File: config.mk
export PLATFORM = sky130hd
export DESIGN_NAME = alu_branch_exec
export DESIGN_NICKNAME = d
export VERILOG_FILES = /design/src/rtl/exec_pkg.sv /design/src/rtl/alu_core.sv /design/src/rtl/alu_branch_exec.sv
export SDC_FILE = /design/constraint.sdc
export NUM_CORES = 1
export LEC_CHECK = 0
export CORE_ASPECT_RATIO = 1.25
export CORE_MARGIN = 2
export CORE_UTILIZATION = 40
export CTS_BUF_LIST = sky130_fd_sc_hd__clkbuf_4 sky130_fd_sc_hd__clkbuf_8
export DETAILED_ROUTE_END_ITERATION = 8
export SETUP_SLACK_MARGIN = 0.5
export SYNTH_ARGS = -nofsm -noshare
export SYNTH_HDL_FRONTEND = slang
export SYNTH_SLANG_ARGS = --single-unit
File: constraint.sdc
create_clock -name clk -period 10.19 [get_ports clk]
set_input_delay 2.038 -clock clk [delete_from_list [all_inputs] [get_ports clk]]
set_output_delay 2.038 -clock clk [all_outputs]
set_load 0.02 [all_outputs]
File: src/rtl/exec_pkg.sv
// Shared types for the integer/branch execute unit; is_younger() is also used by RS and ROB.
package exec_pkg;

    localparam int unsigned PREG_WIDTH = 7;
    localparam int unsigned ROB_WIDTH  = 4;
    localparam int unsigned XLEN       = 32;

    typedef enum logic [3:0] {
        OP_ADD  = 4'd0,
        OP_SUB  = 4'd1,
        OP_SLL  = 4'd2,
        OP_SLT  = 4'd3,
        OP_SLTU = 4'd4,
        OP_XOR  = 4'd5,
        OP_SRL  = 4'd6,
        OP_SRA  = 4'd7,
        OP_OR   = 4'd8,
        OP_AND  = 4'd9,
        OP_BEQ  = 4'd10,
        OP_BNE  = 4'd11,
        OP_BLT  = 4'd12,
        OP_BGE  = 4'd13,
        OP_BLTU = 4'd14,
        OP_BGEU = 4'd15
    } alu_op_e;

    localparam logic [3:0] BR_OP_BASE = 4'd10;

    typedef struct packed {
        logic [PREG_WIDTH-1:0] prs1;
        logic [PREG_WIDTH-1:0] prs2;
        logic [PREG_WIDTH-1:0] prd;
        logic [ROB_WIDTH-1:0]  rob_tag;
        logic [XLEN-1:0]       imm;
        logic [XLEN-1:0]       pc;
        alu_op_e               op;
        logic                  alusrc;
        logic                  pred_taken;
        logic [XLEN-1:0]       pred_target;
    } rr_entry_t;

    typedef struct packed {
        logic [PREG_WIDTH-1:0] prd;
        logic [XLEN-1:0]       data;
        logic [ROB_WIDTH-1:0]  rob_tag;
        logic                  mis;
        logic [XLEN-1:0]       redirect_pc;
    } ex_entry_t;

    function automatic logic is_branch(input alu_op_e op);
        return 4'(op) >= BR_OP_BASE;
    endfunction

    // Modulo age compare: tag is strictly younger than flush_tag within half the ROB ring.
    function automatic logic is_younger(input logic [ROB_WIDTH-1:0] tag,
                                        input logic [ROB_WIDTH-1:0] flush_tag);
        logic [ROB_WIDTH-1:0] d;
        d = tag - flush_tag;
        return (d != '0) && !d[ROB_WIDTH-1];
    endfunction

endpackage

File: src/rtl/alu_core.sv
// Combinational ALU and branch comparator.
module alu_core
    import exec_pkg::*;
(
    input  alu_op_e         op,
    input  logic [XLEN-1:0] a,
    input  logic [XLEN-1:0] b,
    output logic [XLEN-1:0] result,
    output logic            br_taken
);

    logic [4:0] shamt;
    logic       lt_s;
    logic       lt_u;

    assign shamt = b[4:0];
    assign lt_s  = $signed(a) < $signed(b);
    assign lt_u  = a < b;

    always_comb begin
        result   = '0;
        br_taken = 1'b0;
        case (op)
            OP_ADD:  result = a + b;
            OP_SUB:  result = a - b;
            OP_SLL:  result = a << shamt;
            OP_SLT:  result = {{(XLEN-1){1'b0}}, lt_s};
            OP_SLTU: result = {{(XLEN-1){1'b0}}, lt_u};
            OP_XOR:  result = a ^ b;
            OP_SRL:  result = a >> shamt;
            OP_SRA:  result = XLEN'($signed(a) >>> shamt);
            OP_OR:   result = a | b;
            OP_AND:  result = a & b;
            OP_BEQ:  br_taken = (a == b);
            OP_BNE:  br_taken = (a != b);
            OP_BLT:  br_taken = lt_s;
            OP_BGE:  br_taken = !lt_s;
            OP_BLTU: br_taken = lt_u;
            OP_BGEU: br_taken = !lt_u;
            default: begin
                result   = '0;
                br_taken = 1'b0;
            end
        endcase
    end

endmodule

File: src/rtl/alu_branch_exec.sv
// Two-stage (RR, EX) integer/branch execute unit with CDB bypass, CDB handshake,
// branch resolution and ROB-tag based flush.
module alu_branch_exec
    import exec_pkg::*;
(
    input  logic                  clk,
    input  logic                  reset,
    input  logic                  i_issue_valid,
    output logic                  o_ready,
    input  logic [PREG_WIDTH-1:0] i_prs1,
    input  logic [PREG_WIDTH-1:0] i_prs2,
    input  logic [PREG_WIDTH-1:0] i_prd,
    input  logic [ROB_WIDTH-1:0]  i_rob_tag,
    input  logic [XLEN-1:0]       i_imm,
    input  logic [XLEN-1:0]       i_pc,
    input  alu_op_e               i_alu_op,
    input  logic                  i_alusrc,
    input  logic                  i_pred_taken,
    input  logic [XLEN-1:0]       i_pred_target,
    output logic [PREG_WIDTH-1:0] o_prf_raddr1,
    output logic [PREG_WIDTH-1:0] o_prf_raddr2,
    input  logic [XLEN-1:0]       i_prf_rdata1,
    input  logic [XLEN-1:0]       i_prf_rdata2,
    input  logic                  i_cdb_valid,
    input  logic [PREG_WIDTH-1:0] i_cdb_prd,
    input  logic [XLEN-1:0]       i_cdb_data,
    output logic                  o_cdb_req,
    input  logic                  i_cdb_grant,
    output logic [PREG_WIDTH-1:0] o_cdb_prd,
    output logic [XLEN-1:0]       o_cdb_data,
    output logic [ROB_WIDTH-1:0]  o_cdb_rob_tag,
    output logic                  o_mispredict,
    output logic [ROB_WIDTH-1:0]  o_mispredict_rob_tag,
    output logic [XLEN-1:0]       o_redirect_pc,
    input  logic                  i_flush,
    input  logic [ROB_WIDTH-1:0]  i_flush_rob_tag
);

    logic                 rr_valid;
    rr_entry_t            rr_q;
    logic                 ex_valid;
    ex_entry_t            ex_q;
    logic                 mis_q;
    logic [ROB_WIDTH-1:0] mis_tag_q;
    logic [XLEN-1:0]      redirect_q;

    logic                 rr_adv;
    logic                 rr_move;
    logic                 rr_squash;
    logic                 ex_squash;
    logic                 ex_fire;
    logic                 issue_acc;
    logic                 rr_is_br;
    logic [XLEN-1:0]      op_a;
    logic [XLEN-1:0]      op_b;
    logic [XLEN-1:0]      alu_res;
    logic                 br_taken;
    logic [XLEN-1:0]      br_target;
    logic [XLEN-1:0]      seq_pc;
    rr_entry_t            rr_d;
    ex_entry_t            ex_d;

    // Handshake: RR may advance whenever EX is empty or being drained this cycle.
    assign rr_adv    = !ex_valid || i_cdb_grant;
    assign o_ready   = !rr_valid || rr_adv;
    assign issue_acc = i_issue_valid && o_ready && !i_flush;
    assign rr_move   = rr_valid && rr_adv;
    assign rr_squash = i_flush && rr_valid && is_younger(rr_q.rob_tag, i_flush_rob_tag);
    assign ex_squash = i_flush && ex_valid && is_younger(ex_q.rob_tag, i_flush_rob_tag);
    assign ex_fire   = ex_valid && i_cdb_grant && !ex_squash;

    assign o_prf_raddr1 = rr_q.prs1;
    assign o_prf_raddr2 = rr_q.prs2;
    assign rr_is_br     = is_branch(rr_q.op);

    // Operand select: preg 0 reads zero, CDB broadcast overrides the PRF read.
    always_comb begin
        op_a = '0;
        op_b = '0;
        if (rr_q.prs1 != '0) begin
            op_a = (i_cdb_valid && (i_cdb_prd == rr_q.prs1)) ? i_cdb_data : i_prf_rdata1;
        end
        if (rr_q.prs2 != '0) begin
            op_b = (i_cdb_valid && (i_cdb_prd == rr_q.prs2)) ? i_cdb_data : i_prf_rdata2;
        end
        if (rr_q.alusrc && !rr_is_br) begin
            op_b = rr_q.imm;
        end
    end

    alu_core u_alu_core (
        .op       (rr_q.op),
        .a        (op_a),
        .b        (op_b),
        .result   (alu_res),
        .br_taken (br_taken)
    );

    assign br_target = rr_q.pc + rr_q.imm;
    assign seq_pc    = rr_q.pc + XLEN'(4);

    always_comb begin
        ex_d             = '0;
        ex_d.rob_tag     = rr_q.rob_tag;
        ex_d.prd         = rr_is_br ? '0 : rr_q.prd;
        ex_d.data        = rr_is_br ? '0 : alu_res;
        ex_d.mis         = rr_is_br &&
                           ((br_taken != rr_q.pred_taken) ||
                            (br_taken && (rr_q.pred_target != br_target)));
        ex_d.redirect_pc = br_taken ? br_target : seq_pc;
    end

    always_comb begin
        rr_d             = '0;
        rr_d.prs1        = i_prs1;
        rr_d.prs2        = i_prs2;
        rr_d.prd         = i_prd;
        rr_d.rob_tag     = i_rob_tag;
        rr_d.imm         = i_imm;
        rr_d.pc          = i_pc;
        rr_d.op          = i_alu_op;
        rr_d.alusrc      = i_alusrc;
        rr_d.pred_taken  = i_pred_taken;
        rr_d.pred_target = i_pred_target;
    end

    // Pipeline registers; reset dominates flush, grant and issue.
    always_ff @(posedge clk) begin
        if (reset) begin
            rr_valid   <= 1'b0;
            rr_q       <= '0;
            ex_valid   <= 1'b0;
            ex_q       <= '0;
            mis_q      <= 1'b0;
            mis_tag_q  <= '0;
            redirect_q <= '0;
        end else begin
            if (issue_acc) begin
                rr_valid <= 1'b1;
                rr_q     <= rr_d;
            end else if (rr_move || rr_squash) begin
                rr_valid <= 1'b0;
            end

            if (rr_move) begin
                ex_valid <= !rr_squash;
                ex_q     <= ex_d;
            end else if (ex_valid && (i_cdb_grant || ex_squash)) begin
                ex_valid <= 1'b0;
            end

            mis_q <= ex_fire && ex_q.mis;
            if (ex_fire && ex_q.mis) begin
                mis_tag_q  <= ex_q.rob_tag;
                redirect_q <= ex_q.redirect_pc;
            end
        end
    end

    assign o_cdb_req            = ex_valid;
    assign o_cdb_prd            = ex_q.prd;
    assign o_cdb_data           = ex_q.data;
    assign o_cdb_rob_tag        = ex_q.rob_tag;
    assign o_mispredict         = mis_q;
    assign o_mispredict_rob_tag = mis_tag_q;
    assign o_redirect_pc        = redirect_q;

endmodule

; ---- Word level (Yosys, flattened, before mapping)
; Cells that the tools add are included.
[word_totals]
register_bits = 242
word_cells = 110
in_bits = 240
output_inout_bits = 96
[op_classes]
add_sub_neg = 6
n_shift = 3
reduce_logical = 40
n_lt_le_gt_ge = 3
eq_ne = 21
n_bitwise = 3
n_mux = 14
[ops]
columns = operator, n
row1 = case mux 32 bit (10 select lines), 1
row2 = 2-to-1 mux 32 bit, 7
row3 = adder 32 bit, 2
row4 = < comparator 32 bit, 2
row5 = inequality test 32 bit, 2
row6 = "adder 32 x 3 -> 32 bit, second input constant", 1
row7 = AND 32 bit, 1
row8 = == test 32 bit, 1
row9 = "== test 4 bit, second input constant", 8
row10 = OR 32 bit, 1
row11 = left shift 32 x 5 -> 32 bit, 1
row12 = >> shifter 32 x 5 -> 32 bit, 1
row13 = >>> shifter 32 x 5 -> 32 bit, 1
row14 = subtractor 32 bit, 1
row15 = XOR 32 bit, 1
row16 = logical AND 1 bit, 18
row17 = "== test 4 x 3 -> 1 bit, second input constant", 4
row18 = == test 7 bit, 2
row19 = nonzero test 7 bit, 2
row20 = logical NOT 1 bit, 10
row21 = "== test 4 x 2 -> 1 bit, second input constant", 2
row22 = nonzero test 4 bit, 2
row23 = subtractor 4 bit, 2
row24 = 2-to-1 mux 7 bit, 1
row25 = other kinds (8), 16

; ---- Logic depth before layout (Yosys ltp)
[logic_depth]
word_depth = 11
mapped_depth = 23
mapped_depth_nobuf = 18

; ---- Modules after synthesis
; From an unflattened synthesis, not the netlist that was laid out.
[unflattened]
cells_unflattened = 3145
hier_area_um2 = 22424.0
[by_module_without_submodules]
columns = module, cells_each, instances, area_per_inst_um2, seq_area_each_um2
row1 = alu_branch_exec, 1827, 1, 13794.5, 4844.6
row2 = alu_core, 1318, 1, 8629.5, 0.0

; ---- Worst setup path before layout
; Ideal clock, no wire load.
[synth_timing]
path_type = input to register
startpoint = in i_cdb_prd[4]
endpoint = reg ex_q[32] in the netlist's numbering
arrival_time_ns = 6.569
slack_ns = 3.494
required_time_ns = 10.063
setup_time_ns = 0.127
cell_stages = 19
path_buffers = 3
cell_sequence = xnor2_1 -> nand4_1 -> nor2_1 -> buf_2 -> buf_1 -> mux2i_1 -> o21ai_0 -> ha_1 -> buf_2 -> or4_1 -> nand4b_1 -> nor4_1 -> a21boi_0 -> xnor2_1 -> mux2_2 -> nor2_2 -> o2111ai_1 -> nor4_1 -> a21oi_1
[synth_via]
elab_chain_len = 11
word_cells_on_any_way = 20
cone_classes = 2 x order compare / 5 x eq/ne / 6 x mux / 7 x reduce/logical
[synth_lines]
columns = element, line_no
row1 = start: declaration, alu_branch_exec.sv:25  ; input logic [PREG_WIDTH-1:0] i_cdb_prd,
row2 = == test 7 bit, alu_branch_exec.sv:84  ; op_b = (i_cdb_valid && (i_cdb_prd == rr_q.prs2)) ? i_cdb_data : i_prf_rdata2;
row3 = logical AND 1 bit, alu_branch_exec.sv:84
row4 = 2-to-1 mux 32 bit, alu_branch_exec.sv:84
row5 = 2-to-1 mux 32 bit, alu_branch_exec.sv:83  ; if (rr_q.prs2 != '0) begin
row6 = 2-to-1 mux 32 bit, alu_branch_exec.sv:86  ; if (rr_q.alusrc && !rr_is_br) begin
row7 = < comparator 32 bit (on tied branches), "alu_core.sv:18, alu_core.sv:17"
row8 = logical NOT 1 bit (on tied branches), "alu_core.sv:39, alu_core.sv:37"
row9 = case mux 1 bit (6 select lines) (*), alu_core.sv:23  ; case (op)
row10 = inequality test 1 bit or logical AND 1 bit (tied branches), "alu_branch_exec.sv:108, alu_branch_exec.sv:109"
row11 = logical OR 1 bit (*), alu_branch_exec.sv:108  ; ((br_taken != rr_q.pred_taken) ||
row12 = logical AND 1 bit (*), alu_branch_exec.sv:107  ; ex_d.mis = rr_is_br &&
row13 = end signal: assignment, alu_branch_exec.sv:133  ; ex_q <= '0;
row14 = end signal: assignment, alu_branch_exec.sv:147  ; ex_q <= ex_d;
row15 = end: declaration, alu_branch_exec.sv:42  ; ex_entry_t ex_q;
; Every way passes the cells marked *; elsewhere a longest branch is shown, timed or not.
; A chain may end at the register's enable or synchronous reset.

; ---- Worst setup path after layout
; Same ends and word-level chain as after synthesis.

==> flow_metrics.tcl <==
set metrics [dict create \
    status "complete, but fails checks" \
    violations "capacitance limit, slew limit" \
    cp.arrival_ns 8.86 \
    routed_wl_um 137900 \
    skew_ns 0.07536 \
    yosys_register_bits 242 \
    antenna_found_initial 16 \
    syn_inst 3233 \
    yosysUniqueCellTypes 113 \
    globalRouteOverflowTotal 0 \
    cp-start-kind "input pin" \
    vias 27510 \
    grt_usage 0.4476 \
    rsz0062_at_grt "no" \
    path_cells "clkdlybuf4s50_1, xnor2_1, nand4_1, nor2_4, buf_4, mux2i_1, o21ai_0, ha_1, nor4_1, nand4b_1, nor4_1, a21boi_0, xnor2_1, mux2_2, nor2_2, o2111ai_1, nor4_1, a21oi_1" \
    crit_required_ns 10.70 \
    cellPowerDensity_nw_per_um2 141.9 \
    grt_start_max_net_pins 85 \
    syn_avg_cell_area_um2 7.204 \
    cts_setup_buffers 0 \
    die_x_um 219.8 \
    top_level_ports 336 \
    cts-root-buf "clkbuf_8" \
    worstHoldEndpoint "o_mispredict_rob_tag[3]" \
    die_y_um 273.8 \
    drive_above_1_share 0.07712 \
    cp_max_fo 16 \
    viasPerCell 6.558 \
    p_leak_nw 10.55 \
    regToRegSetupSlack_ns 3.28 \
    rows 98 \
    nFillCells 5711 \
    slew_viol_final 4 \
    die_area_um2 60190 \
    cts.hold.buffers_added 0 \
    cts-htree-levels 2 \
    syn_nets 3615 \
    cts_resized 0 \
    path_clk_slew_ns 0.07 \
    min_path_cells 2 \
    finalHoldViolations 0 \
    synth.yosys.seq_area_share 0.2080 \
    port_buffers 335 \
    post-route-period-util 0.8191 \
    first_global_vias 26430 \
    clk_path_buf_depth 3 \
    regToRegStartpoint "o_prf_raddr2[4]" \
    critPathMaxStageDelay_ns 0.76 \
    setup_viol 0 \
    async_flop_share 0 \
    crit_family "simple AND/OR/NAND/NOR gates" \
    crit_slowest_cell "mux2i_1" \
    cts_tree "yes" \
    critPathCaptureType "flop" \
    cts_made_buffers 43 \
    clock_latency_ns 0.68 \
    critPathBufInv 2 \
    yosysWarnings 0 \
    r2r_cells 17 \
    r2r_end "ex_q[32]" \
    drcViolationCount 0 \
    core_area_um2 57390 \
    avgRoutedWirePerCell_um 32.86 \
    seq_area_um2 4848 \
    start_util 0.4059 \
    cp_common_cell "nor4_1" \
    ir_worst_vdd_uv 118.0 \
    critical_path_class "in2reg" \
    drtIter0Drc 3220 \
    synth_area_um2 23290 \
    clock-sinks 242 \
    clock.fmax_mhz 119.8 \
    ant_nets 0 \
    finalSetupTns_ns 0 \
    holdWs_ns 0.4534 \
    place.gp.congestion 1.098 \
    syn2layout_area_growth_pct 19.43 \
    multi_input_area_um2 16660 \
    hp-class "reg2reg" \
    ys.flop_type "dfxtp_1" \
    min_from "o_mispredict_rob_tag[3]" \
    grt_pass1_wl_um 191800 \
    tightest_slew_ns 1.640 \
    synth_edf_count 0 \
    max-slew-margin-rel -0.09321 \
    first_pass_iters 6 \
    nets 3787 \
    finalCriticalPeriod_ns 8.347 \
    dp_hpwl_um 106700 \
    cap_violations 2 \
]
cell type report:
type / instances / area share
antenna: 9 / 0.0008096
sequential: 242 / 0.1743
inverter: 114 / 0.01556
timing repair buffer: 408 / 0.1404
tap: 750 / 0.03374
clock buffer: 60 / 0.02699
clock inverter: 16 / 0.009311
multi-input combinational: 2596 / 0.5989
cells in the mapped netlist, drive strengths merged (16+ instances only):
| cell type | n | area [um2] |
|---|---|---|
| o221ai | 21 | 183.9 |
| a22oi | 40 | 314.0 |
| nor3 | 50 | 261.5 |
| a211oi | 39 | 297.8 |
| inv | 114 | 432.9 |
| o21ai | 174 | 878.3 |
| and2 | 19 | 118.9 |
| ha | 137 | 1714 |
| mux2i | 152 | 1554 |
| dfxtp | 242 | 4845 |
| a21o | 27 | 204.0 |
| xor2 | 42 | 367.9 |
| o22ai | 30 | 187.7 |
| mux2 | 17 | 191.4 |
| a21oi | 366 | 1881 |
| a221oi | 22 | 198.9 |
| clkbuf | 157 | 590.6 |
| o21bai | 16 | 120.1 |
| nor2 | 190 | 732.0 |
| nand3 | 96 | 493.0 |
| nand2b | 28 | 175.2 |
| nor2b | 18 | 112.6 |
| nor4 | 20 | 140.1 |
| a31oi | 25 | 156.4 |
| and3 | 27 | 168.9 |
| xnor2 | 69 | 604.3 |
| nand4 | 30 | 193.9 |
| o211ai | 70 | 540.5 |
| a311oi | 16 | 152.7 |
| nand2 | 612 | 2300 |
| buf | 124 | 820.8 |
how the worst max path moves through the flow:
stage	from	to	cells after the start
2_1_floorplan	i_cdb_prd[4]	ex_q[32]	19
5_1_grt	i_cdb_prd[4]	ex_q[32]	18
6_report	i_cdb_prd[4]	ex_q[32]	18
3_3_place_gp	i_cdb_prd[0]	ex_q[32]	18
3_5_place_dp	i_cdb_prd[6]	ex_q[32]	18
4_1_cts	i_cdb_prd[4]	ex_q[32]	18
registers in the layout, summed over array words and instances, names as in the netlist:
signal                count
rr_q                    109
ex_q                     33
o_cdb_data               32
o_redirect_pc            32
o_cdb_prd                 7
o_prf_raddr1              7
o_prf_raddr2              7
ex_d                      4
o_cdb_rob_tag             4
o_mispredict_rob_tag      4
o_cdb_req                 1
o_mispredict              1
rr_valid                  1
worst min-delay path, cell delays in order, from the launching register on:
cell and delay, ns:
dfxtp_1 0.31, nand2_1 0.05, a21oi_1 0.05
stage by stage:
stage | instance area, um2 | power, W | cells | util | setup slack, ns
floorplan | 23290 | 0.002019 | 3233 | - | 3.494
global placement | 26740 | 0.002727 | 4106 | 0.4660 | 1.522
detailed placement | 26740 | 0.002717 | 4106 | 0.4660 | 1.418
CTS | 27750 | 0.003842 | 4182 | 0.4836 | 2.080
global route | 27800 | 0.004046 | 4187 | 0.4844 | 1.393
finish | 27820 | 0.003948 | 4195 | 0.4847 | 1.843
placed cells by master (no fill, tap or decap), types with 29 or more instances in the layout:
cell type / count
nand2_1: 611
a21oi_1: 352
clkdlybuf4s50_1: 334
dfxtp_1: 241
nor2_1: 186
o21ai_0: 162
mux2i_1: 148
ha_1: 137
inv_1: 103
nand3_1: 95
buf_4: 72
xnor2_1: 69
o211ai_1: 67
clkbuf_8: 48
nor3_1: 47
xor2_1: 42
a22oi_1: 39
a211oi_1: 37
o22ai_1: 30
nand4_1: 29
per-layer routing:
metal	wire length, um	vias up	global-route usage
met1	44820	13060	0.4516
li1	-	12000	-
met5	49	-	0
met4	16950	8	0.4447
met2	62190	1789	0.7100
met3	13840	660	0.1516
cell families after synthesis:
group,after synthesis,share of synthesized area
compound gates,1018,0.2882
buf+inv,395,0.07918
fa+ha+maj,142,0.07789
simple gates,1147,0.2213
xor+xnor,117,0.04760
flops,242,0.2080
mux,172,0.07784
report_power, final:
| group | switching (W) | total (W) | internal, W |
|---|---|---|---|
| combinational | 0.00122 | 0.00179 | 0.000572 |
| sequential | 0.0000509 | 0.00103 | 0.000979 |
| clock | 0.000491 | 0.00113 | 0.000636 |
| total | 0.00176 | 0.00395 | 0.00219 |
No activity file was read; power rests on OpenSTA's default activity.
